$ cat src/rtl/imm_gen_stage.sv
// Decode-stage immediate generator with a registered, handshaked output.
// A main + skid register pair absorbs execute back-pressure without dropping or repeating entries.
module imm_gen_stage #(
    parameter int XLEN    = 32,
    parameter int SHAMT_W = 5,
    parameter int TAG_W   = 32
) (
    input  logic             clk,
    input  logic             rst_n,
    input  logic             flush,
    input  logic             in_valid,
    output logic             in_ready,
    input  logic [31:0]      instr,
    input  logic [2:0]       IMMSrc,
    input  logic [TAG_W-1:0] in_tag,
    output logic             out_valid,
    input  logic             out_ready,
    output logic [XLEN-1:0]  ImmOp,
    output logic [TAG_W-1:0] out_tag,
    output logic             imm_illegal
);

    // Handshake: a transfer happens on a rising edge where valid and ready are both 1;
    // a producer holding valid keeps its payload unchanged until that transfer.
    typedef enum logic [1:0] {
        EMPTY = 2'd0,
        ONE   = 2'd1,
        TWO   = 2'd2
    } state_t;

    state_t state, state_nxt;

    logic [31:0]      imm32;
    logic [XLEN-1:0]  imm_ext;
    logic             ill_ext;

    logic [XLEN-1:0]  main_imm, skid_imm;
    logic [TAG_W-1:0] main_tag, skid_tag;
    logic             main_ill, skid_ill;

    logic in_fire, out_fire;
    logic load_main, main_from_skid, load_skid;

    // Every format is first built as a 32-bit value, then sign-extended to XLEN;
    // the zero-extended formats have bit 31 clear so the extension leaves them zero-extended.
    always_comb begin
        imm32   = '0;
        ill_ext = 1'b0;
        case (IMMSrc)
            3'b000: imm32 = {{20{instr[31]}}, instr[31:20]};
            3'b001: imm32 = {{20{instr[31]}}, instr[31:25], instr[11:7]};
            3'b010: imm32 = {{20{instr[31]}}, instr[7], instr[30:25], instr[11:8], 1'b0};
            3'b011: imm32 = {instr[31:12], 12'b0};
            3'b100: imm32 = {{12{instr[31]}}, instr[19:12], instr[20], instr[30:21], 1'b0};
            3'b101: imm32 = 32'(instr[20 +: SHAMT_W]);
            3'b110: imm32 = {27'b0, instr[19:15]};
            default: begin
                imm32   = '0;
                ill_ext = 1'b1;
            end
        endcase
        imm_ext = XLEN'($signed(imm32));
    end

    assign in_ready  = (state != TWO);
    assign out_valid = (state != EMPTY);
    assign in_fire   = in_valid & in_ready;
    assign out_fire  = out_valid & out_ready;

    always_comb begin
        state_nxt      = state;
        load_main      = 1'b0;
        main_from_skid = 1'b0;
        load_skid      = 1'b0;
        if (flush) begin
            state_nxt = EMPTY;
        end else begin
            case (state)
                EMPTY: begin
                    if (in_fire) begin
                        state_nxt = ONE;
                        load_main = 1'b1;
                    end
                end
                ONE: begin
                    if (in_fire && out_fire) begin
                        load_main = 1'b1;
                    end else if (in_fire) begin
                        state_nxt = TWO;
                        load_skid = 1'b1;
                    end else if (out_fire) begin
                        state_nxt = EMPTY;
                    end
                end
                TWO: begin
                    if (out_fire) begin
                        state_nxt      = ONE;
                        load_main      = 1'b1;
                        main_from_skid = 1'b1;
                    end
                end
                default: state_nxt = EMPTY;
            endcase
        end
    end

    // Flush only moves the state; payload registers keep their contents.
    always_ff @(posedge clk or negedge rst_n) begin
        if (!rst_n) begin
            state    <= EMPTY;
            main_imm <= '0;
            main_tag <= '0;
            main_ill <= 1'b0;
            skid_imm <= '0;
            skid_tag <= '0;
            skid_ill <= 1'b0;
        end else begin
            state <= state_nxt;
            if (load_main) begin
                if (main_from_skid) begin
                    main_imm <= skid_imm;
                    main_tag <= skid_tag;
                    main_ill <= skid_ill;
                end else begin
                    main_imm <= imm_ext;
                    main_tag <= in_tag;
                    main_ill <= ill_ext;
                end
            end
            if (load_skid) begin
                skid_imm <= imm_ext;
                skid_tag <= in_tag;
                skid_ill <= ill_ext;
            end
        end
    end

    assign ImmOp       = main_imm;
    assign out_tag     = main_tag;
    assign imm_illegal = main_ill;

endmodule

$ cat config.mk
export PLATFORM = sky130hd
export DESIGN_NAME = imm_gen_stage
export DESIGN_NICKNAME = d
export VERILOG_FILES = /design/src/rtl/imm_gen_stage.sv
export SDC_FILE = /design/constraint.sdc
export NUM_CORES = 1
export LEC_CHECK = 0
export ABC_AREA = 1
export BUFFER_PORTS_ARGS = -buffer_cell sky130_fd_sc_hd__buf_4
export CELL_PAD_IN_SITES_DETAIL_PLACEMENT = 1
export CELL_PAD_IN_SITES_GLOBAL_PLACEMENT = 1
export CORE_MARGIN = 3
export CORE_UTILIZATION = 35
export DETAILED_ROUTE_END_ITERATION = 10
export PLACE_DENSITY = 0.76
export SLEW_MARGIN = 20
export SYNTH_ARGS = -nofsm -noshare
export SYNTH_HDL_FRONTEND = slang
export SYNTH_SLANG_ARGS = --single-unit
$ cat constraint.sdc
create_clock -name clk -period 1.3 [get_ports clk]
set_input_delay 0.26 -clock clk [delete_from_list [all_inputs] [get_ports clk]]
set_output_delay 0.26 -clock clk [all_outputs]
set_load 0.01 [all_outputs]
# Word-level counts from Yosys, hierarchy flattened
# Cells that the tools add are included.
[totals]
regBits = 132
input_bits = 72
elab_cells = 50
[classes]
mux = 22
eq_ne = 13
n_reduce_logical = 6
n_bitwise = 2
[op_table]
columns = ["op", "n"]
rows = [
  ["case mux 32 bit (7 select lines)", 1],
  ["two-way mux 32 bit", 2],
  ["two-way mux 2 bit", 6],
  ["two-way mux 1 bit", 11],
  ["== test 3 bit (second input constant)", 3],
  ["inequality test 3 bit (second input constant)", 3],
  ["OR reduction 7 bit", 1],
  ["== test 3 x 2 -> 1 bit (second input constant)", 2],
  ["case mux 2 bit (3 select lines)", 1],
  ["inequality test 4 bit (second input constant)", 1],
  ["AND reduction 4 bit", 1],
  ["== test 3 x 1 -> 1 bit (second input constant)", 1],
  ["logical NOT 3 bit", 1],
  ["case mux 1 bit (3 select lines)", 1],
  ["bitwise AND 1 bit", 2],
  ["== test 2 x 1 -> 1 bit (second input constant)", 1],
  ["== test 2 bit (second input constant)", 1],
  ["logical NOT 2 bit", 1],
  ["inequality test 2 bit (second input constant)", 1],
  ["nonzero test 2 bit", 1],
  ["logical AND 1 bit", 1],
]

# Longest topological paths before layout
# Gate-level depths: netlist of the first run.
[depth]
word_depth = 7
ltp_mapped = 9
mapped_depth_nobuf = 8

# Worst setup path before layout of the first run
# No wires, ideal clock.
[synth_timing]
kind = "register -> register"
from = "register state[0]"
to = "register main_imm[10] (netlist: ImmOp[10])"
path_slack_ns = 0.000
stages_incl_launch_ff = 9
t_arrival_ns = 1.182
t_required_ns = 1.183
setup_time_ns = 0.117
synth_period_minus_slack_ns = 1.300
path_buffers = 2
cell_sequence = "dfrtp_1 -> inv_1 -> nand2_1 -> nand2_1 -> o211ai_2 -> buf_6 -> buf_4 -> nand2_1 -> nand2_1"
[synth_between]
elab_chain_len = 6
word_cells_on_any_way = 16
cone_classes = "3 x eq/ne; 8 x mux; 2 x bitwise; 3 x reduce/logical"
[synth_rtl]
columns = ["item", "line", "source"]
rows = [
  ["from (decl)", "31", "state_t state, state_nxt;"],
  ["from (signal assigned)", "118", "state <= state_nxt;"],
  ["inequality test 2 bit *", "65", "assign in_ready = (state != TWO);"],
  ["net in_ready", "12", "output logic in_ready,"],
  ["bitwise AND 1 bit *", "67", "assign in_fire = in_valid & in_ready;"],
  ["logical AND 1 bit", "86", "if (in_fire && out_fire) begin"],
  ["two-way mux 1 bit", "86", ""],
  ["case mux 1 bit (3 select lines) *", "78", "case (state)"],
  ["two-way mux 1 bit *", "75", "if (flush) begin"],
  ["to (signal assigned)", "121", "main_imm <= skid_imm;"],
  ["to (signal assigned)", "125", "main_imm <= imm_ext;"],
  ["to (decl)", "37", "logic [XLEN-1:0] main_imm, skid_imm;"],
]
# The timed path passes the listed nets; every way through them passes the cells marked *.
# A chain may end at the register's enable or synchronous reset.

# Worst setup path in the final report of the first run
[layout_timing]
from = "register state[1]"
to = "register skid_imm[15]"
[layout_between]
elab_chain_len = 6
word_cells_on_any_way = 10
cone_classes = "2 x eq/ne; 4 x mux; 2 x bitwise; 2 x reduce/logical"
[layout_rtl]
columns = ["item", "line", "source"]
rows = [
  ["inequality test 2 bit / nonzero test 2 bit (equally long branches)", "65, 66", ""],
  ["bitwise AND 1 bit, on equally long branches", "67, 68", ""],
  ["two-way mux 1 bit / logical AND 1 bit (equally long branches)", "88, 86", ""],
  ["two-way mux 1 bit", "86", ""],
  ["two-way mux 1 bit *", "78", ""],
  ["two-way mux 1 bit *", "75", ""],
  ["to (signal assigned)", "131", "skid_imm <= imm_ext;"],
  ["to (decl)", "37", ""],
]
# Every way passes the cells marked *; elsewhere a longest branch is shown, timed or not.

==> results of run 1 <==
-- synthesized netlist by cell type, drive strengths merged --
cell type  number
a21oi          10
or2             5
o211ai          2
nand4          20
nand3          39
nand2         510
nor2           62
inv            15
dfrtp         132
o41ai           1
buf            41
clkbuf          8
o21ai          21
-- kinds of logic (layout without fill, tap and decap cells) --
logic type / count (synthesis) / in the layout / synth area share
and+or+nand+nor: 636 / 636 / 0.396
buffers and inverters: 64 / 284 / 0.0534
DFF: 132 / 132 / 0.520
AOI/OAI and AO/OA: 34 / 34 / 0.0307
-- registers in the layout (all words and copies together), names as in the netlist --
register	flops
ImmOp	32
out_tag	32
skid_imm	32
skid_tag	32
state	2
imm_illegal	1
skid_ill	1
-- through the flow --
stage	setup TNS, ns	util	cell area (sq um)
3_5_place_dp	-15.94	0.453	7940
5_1_grt	-35.92	0.611	10700
4_1_cts	-24.18	0.573	10100
6_report	-29.25	0.611	10700
2_1_floorplan	0	-	6350
3_3_place_gp	-9.28	0.453	7940
-- final timing paths --
check,from,endpoint,slack [ns],depth (start not counted)
setup / recovery,state[1],skid_imm[15],-0.38,9
hold / removal,in_tag[29],skid_tag[29],0.04,3
setup reg to reg,state[1],skid_imm[15],-0.38,9
hold reg to reg,out_tag[29],out_tag[29],0.47,2
max in group asynchronous,rst_n,ImmOp[0],0.42,3
min in group asynchronous,rst_n,skid_imm[12],0.28,2
-- critical path, cell delays in order (launching register included) --
cell and delay (ns):
dfrtp_2 0.45, inv_2 0.10, nand4_1 0.17, nor2_4 0.16
buf_8 0.15, inv_12 0.06, buf_12 0.13, buf_16 0.14
nand2_2 0.07, o21ai_1 0.10
-- final cells by class --
cell class / count / area (sq um) / area share
multi-input cells: 670 / 3720 / 0.347
flip-flops and latches: 132 / 3300 / 0.308
repair buffers: 236 / 2700 / 0.252
clock buffers: 18 / 429 / 0.0401
well taps: 225 / 282 / 0.0263
clock inverters: 14 / 178 / 0.0166
inverters: 15 / 86.3 / 0.00806
repair inverters: 1 / 16.3 / 0.00152
-- layer usage --
| layer | global-route usage | share of wire |
|---|---|---|
| met5 | 0 | 0 |
| met4 | 0.0959 | 0.037 |
| met3 | 0.0410 | 0.060 |
| met2 | 0.471 | 0.51 |
| met1 | 0.343 | 0.39 |
-- power by group --
part | internal [mW] | switching (mW) | leakage (nW) | total [mW]
Sequential | 5.16 | 1.09 | 1.69 | 6.26
Clock | 3.04 | 2.05 | 0.289 | 5.09
Combinational | 2.03 | 2.11 | 3.73 | 4.14
Total | 10.2 | 5.25 | 5.70 | 15.5
-- what timing repair did --
action / in CTS / in global routing
gates cloned: 27 / 5
hold buffers: 1 / 0
resized for setup: 158 / 257
hold endpoints to repair: 22 / 0
setup buffers: 30 / 8
pin swaps: 26 / 93
setup endpoints to repair: 134 / 134
-- cell usage in the layout, fill, tap and decap left out, drive strengths merged, types with 5 or more instances in the layout --
master,count
nand2,510
inv,18
nand3,39
o21ai,21
nor2,62
buf,230
or2,5
dfrtp,132
nand4,20
a21oi,10
clkbuf,23
clkinv,6
==> run metrics, run 1 <==
endpoints failing setup=134; Tmin final=1.68 ns; fillers=1,977; layout cells sized above 1=0.467; die area=19,800 sq um; number of max-cap violations=0; Avg WL per Cell=22.8 um; Routed WL=30,000 um; initial DRC count=498; Final Non-Filler Cells=1,311; clock tree sinks=132; Final nets=1,145; Worst-Margin Slew=0.432 ns; Tot GR Track Use=0.270; ranking of synthesized cells by area=dfrtp_1 52%, nand2_1 30%, nor2_1 3.5%; syn_nets=938; first-pass GRT wire length=41,900 um; Vias=7,099; slew margin rel.=0.709; Pleak=5.70 nW; CORE AREA=17,500 sq um; CP Launch Type=register; period utilization=1.29; # placed instances=1,226; TritonRoute pass-1 iters=5; Starting Density=0.362; die width=141 um; root buffer cell=clkbuf_16; Power, Total=15.5 mW; Synth Area per Inst=7.33 sq um; IO Port Bufs=131; vias in the first global route=7,571; I/O pins=139; Clock transition at path regs=0.07 ns; Mapped Cells=866; n_diodes=0; Critical Path End Type=register; worst-path fanout max=6; DRC=0; area grow syn2layout=68.8%; dominant cell type by area after synthesis=dfrtp_1; Critical Path AT=1.97 ns; CTS tree=done; maximum VDD drop=0.00100 V; f_max=596 MHz; Fin Clk Skew=0.0127 ns; yosys synthesis warning count=0; CTS buffer count=17; largest net degree at the start of global routing=35; final setup margin=-0.377 ns; hold_ws=0.0370 ns; Pins Over Slew Limit=0; Seq cells post-synth=132; Final HPWL DP=13,100 um; pwr/cell area=1450 nW/um^2; Setup WS pre-CTS=-0.227 ns; Crit Path Class=register to register; Unique masters post-synth=23; WP data required=1.59 ns; worst min path class=input pin to register; H-tree depth=4; result of the run=finished with violations; gpl congestion=0.818; Cell Rows=48; Post-DRT Antenna Nets=0; Mapped Area=6350 sq um; total global routing overflow=0; RSZ-0062 raised after global routing=yes; Die H=141 um; via/cell ratio=5.41; initial antenna violation count=0; failing checks=setup timing; clock buffer depth=2; final hold vios=0; sequential share of the synthesized area=0.520; clk_lat worst skew=0.44 ns; post-synth top area share=0.520
No activity file was read; power rests on OpenSTA's default activity.
==> run 2: changes to the inputs <==
--- a/config.mk
+++ b/config.mk
@@ -13,6 +13,7 @@
 export CORE_UTILIZATION = 35
 export DETAILED_ROUTE_END_ITERATION = 10
 export PLACE_DENSITY = 0.76
+export RECOVER_POWER = 25
 export SLEW_MARGIN = 20
 export SYNTH_ARGS = -nofsm -noshare
 export SYNTH_HDL_FRONTEND = slang
==> run metrics, run 2 (synthesized netlist as in run 1, its figures left out) <==
result of the run=finished with violations; failing checks=setup timing; clock buffer depth=2 (unchanged); worst-path fanout max=6 (unchanged); maximum VDD drop=0.00101 V (+0.39%); most frequent cells in the layout=340 x nand2_1, 154 x buf_4, 131 x dfrtp_1; pwr/cell area=1450 nW/um^2 (about the same); most common cell after layout, fill and taps aside=nand2_1; Clock transition at path regs=0.07 ns (about the same); endpoints failing setup=150 (+12%); die area=19,800 sq um (unchanged); die width=141 um (unchanged); initial DRC count=496 (-0.40%); CTS buffer count=17 (unchanged); hold path cells=3 (unchanged); WP data required=1.59 ns (about the same); final hold vios=0 (unchanged); Hold EP=skid_tag[29]; Cell Rows=48 (unchanged); TritonRoute pass-1 iters=6 (+1); CTS tree=done; Pins Over Slew Limit=0 (unchanged); Worst-Margin Slew=0.910 ns (+0.478 ns); slew margin rel.=0.393 (-0.315); n_diodes=0 (unchanged); Final HPWL DP=13,100 um (unchanged); vias in the first global route=7,571 (unchanged); CP Launch Type=register; Post-DRT Antenna Nets=0 (unchanged); R2R cell count=9 (unchanged); Tmin final=1.68 ns (+0.00398 ns); Die H=141 um (unchanged); Final Util=0.611 (about the same); Critical Path Max Stage Delay=0.45 ns (about the same); clock tree sinks=132 (unchanged); CORE AREA=17,500 sq um (unchanged); H-tree depth=4 (unchanged); root buffer cell=clkbuf_16; Critical Path End Type=register; flop2flop setup slack=-0.38 ns (about the same); Vias=7,159 (+0.85%); period utilization=1.29 (+0.00306); crit-path cells=inv_2 -> nand4_1 -> nor2_4 -> buf_8 -> inv_12 -> buf_12 -> buf_16 -> nand2_2 -> o21ai_1; reg2reg start=state[1]; DRC=0 (unchanged); Routed WL=30,000 um (+0.28%); total global routing overflow=0 (unchanged); Worst path slowest cell=dfrtp_2; Crit Path Class=register to register; Critical Path AT=1.97 ns (about the same); IO Port Bufs=131 (unchanged); Avg WL per Cell=22.9 um (+0.28%); Pleak=5.70 nW (about the same); RSZ-0062 raised after global routing=yes; number of max-cap violations=0 (unchanged); post-route setup TNS=-29.46 ns (-0.213 ns); first-pass GRT wire length=41,900 um (unchanged); I/O pins=139 (unchanged); largest net degree at the start of global routing=35 (unchanged); Tot GR Track Use=0.270 (unchanged); clk_lat worst skew=0.44 ns (about the same); area grow syn2layout=68.7% (about the same); final setup margin=-0.381 ns (-0.00398 ns); layout cells sized above 1=0.467 (unchanged); Reg-to-Reg End=skid_imm[15]; Fin Clk Skew=0.0127 ns (+0.0000249 ns); HP Start=in_tag[29]; Starting Density=0.362 (unchanged); Final nets=1,145 (unchanged); family with the most delay on the worst path=buffers and inverters; gpl congestion=0.818 (unchanged); worst min path class=input pin to register; via/cell ratio=5.46 (+0.85%); crit path buf inv count=5 (unchanged); f_max=595 MHz (-0.24%); initial antenna violation count=0 (unchanged)
run 2: how the worst max path moves through the flow:
stage | start | endpoint | slack, ns | cells after the start
global placement | state[0] | ImmOp[6] | -0.14 | 7
finish | state[1] | skid_imm[15] | -0.38 | 9
CTS | state[0] | out_tag[11] | -0.25 | 10
global route | state[1] | skid_imm[15] | -0.43 | 9
floorplan | state[0] | ImmOp[10] | 0.0004 | 8
detailed placement | state[0] | ImmOp[5] | -0.23 | 7
run 2: timing repair:
item,4_1_cts,5_1_grt
setup endpoints to repair,134,134
endpoints found under the hold margin,22,0
cloned,27,5
hold buffers,1,0
setup buffers,30,8
gates resized for setup,158,257
pin swaps,26,93
run 2: power by group:
part	total [mW]	switching, mW	internal [mW]	leakage [nW]
logic	4.14	2.11	2.03	3.72
clock network	5.10	2.05	3.04	0.289
registers	6.26	1.09	5.16	1.69
total	15.5	5.26	10.2	5.70
run 2: worst reg2reg max path, stage by stage (launching register included):
cell and delay (ns):
dfrtp_2 0.45, inv_2 0.10, nand4_1 0.17, nor2_4 0.16, buf_8 0.15, inv_12 0.06
buf_12 0.13, buf_16 0.15, nand2_2 0.07, o21ai_1 0.11
run 2: cell type report:
| class | instances | area (sq um) |
|---|---|---|
| tap | 225 | 282 |
| timing repair buffer | 236 | 2690 |
| clock inverter | 14 | 178 |
| sequential | 132 | 3300 |
| inverter | 15 | 86.3 |
| multi-input combinational | 670 | 3720 |
| clock buffer | 18 | 429 |
| timing repair inverter | 1 | 16.3 |
| fill | 1979 | 6830 |
run 2: metal layers:
layer | vias up | global-route usage | routed length, um
li1 | 3125 | - | -
met2 | 325 | 0.471 | 15400
met1 | 3623 | 0.343 | 11800
met4 | 0 | 0.0959 | 1130
met5 | - | 0 | 0
met3 | 86 | 0.0410 | 1670
run 2: per-stage QoR:
step	power [mW]	std cells	area, sq um	setup WS (ns)	hold slack, ns
floorplan	7.17	866	6350	0.000382	-0.0356
global placement	8.59	1226	7940	-0.141	0.170
detailed placement	8.71	1226	7940	-0.227	0.171
CTS	14.4	1316	10100	-0.246	0.0269
global route	16.1	1311	10700	-0.433	0.0371
finish	15.5	1311	10700	-0.381	0.0359
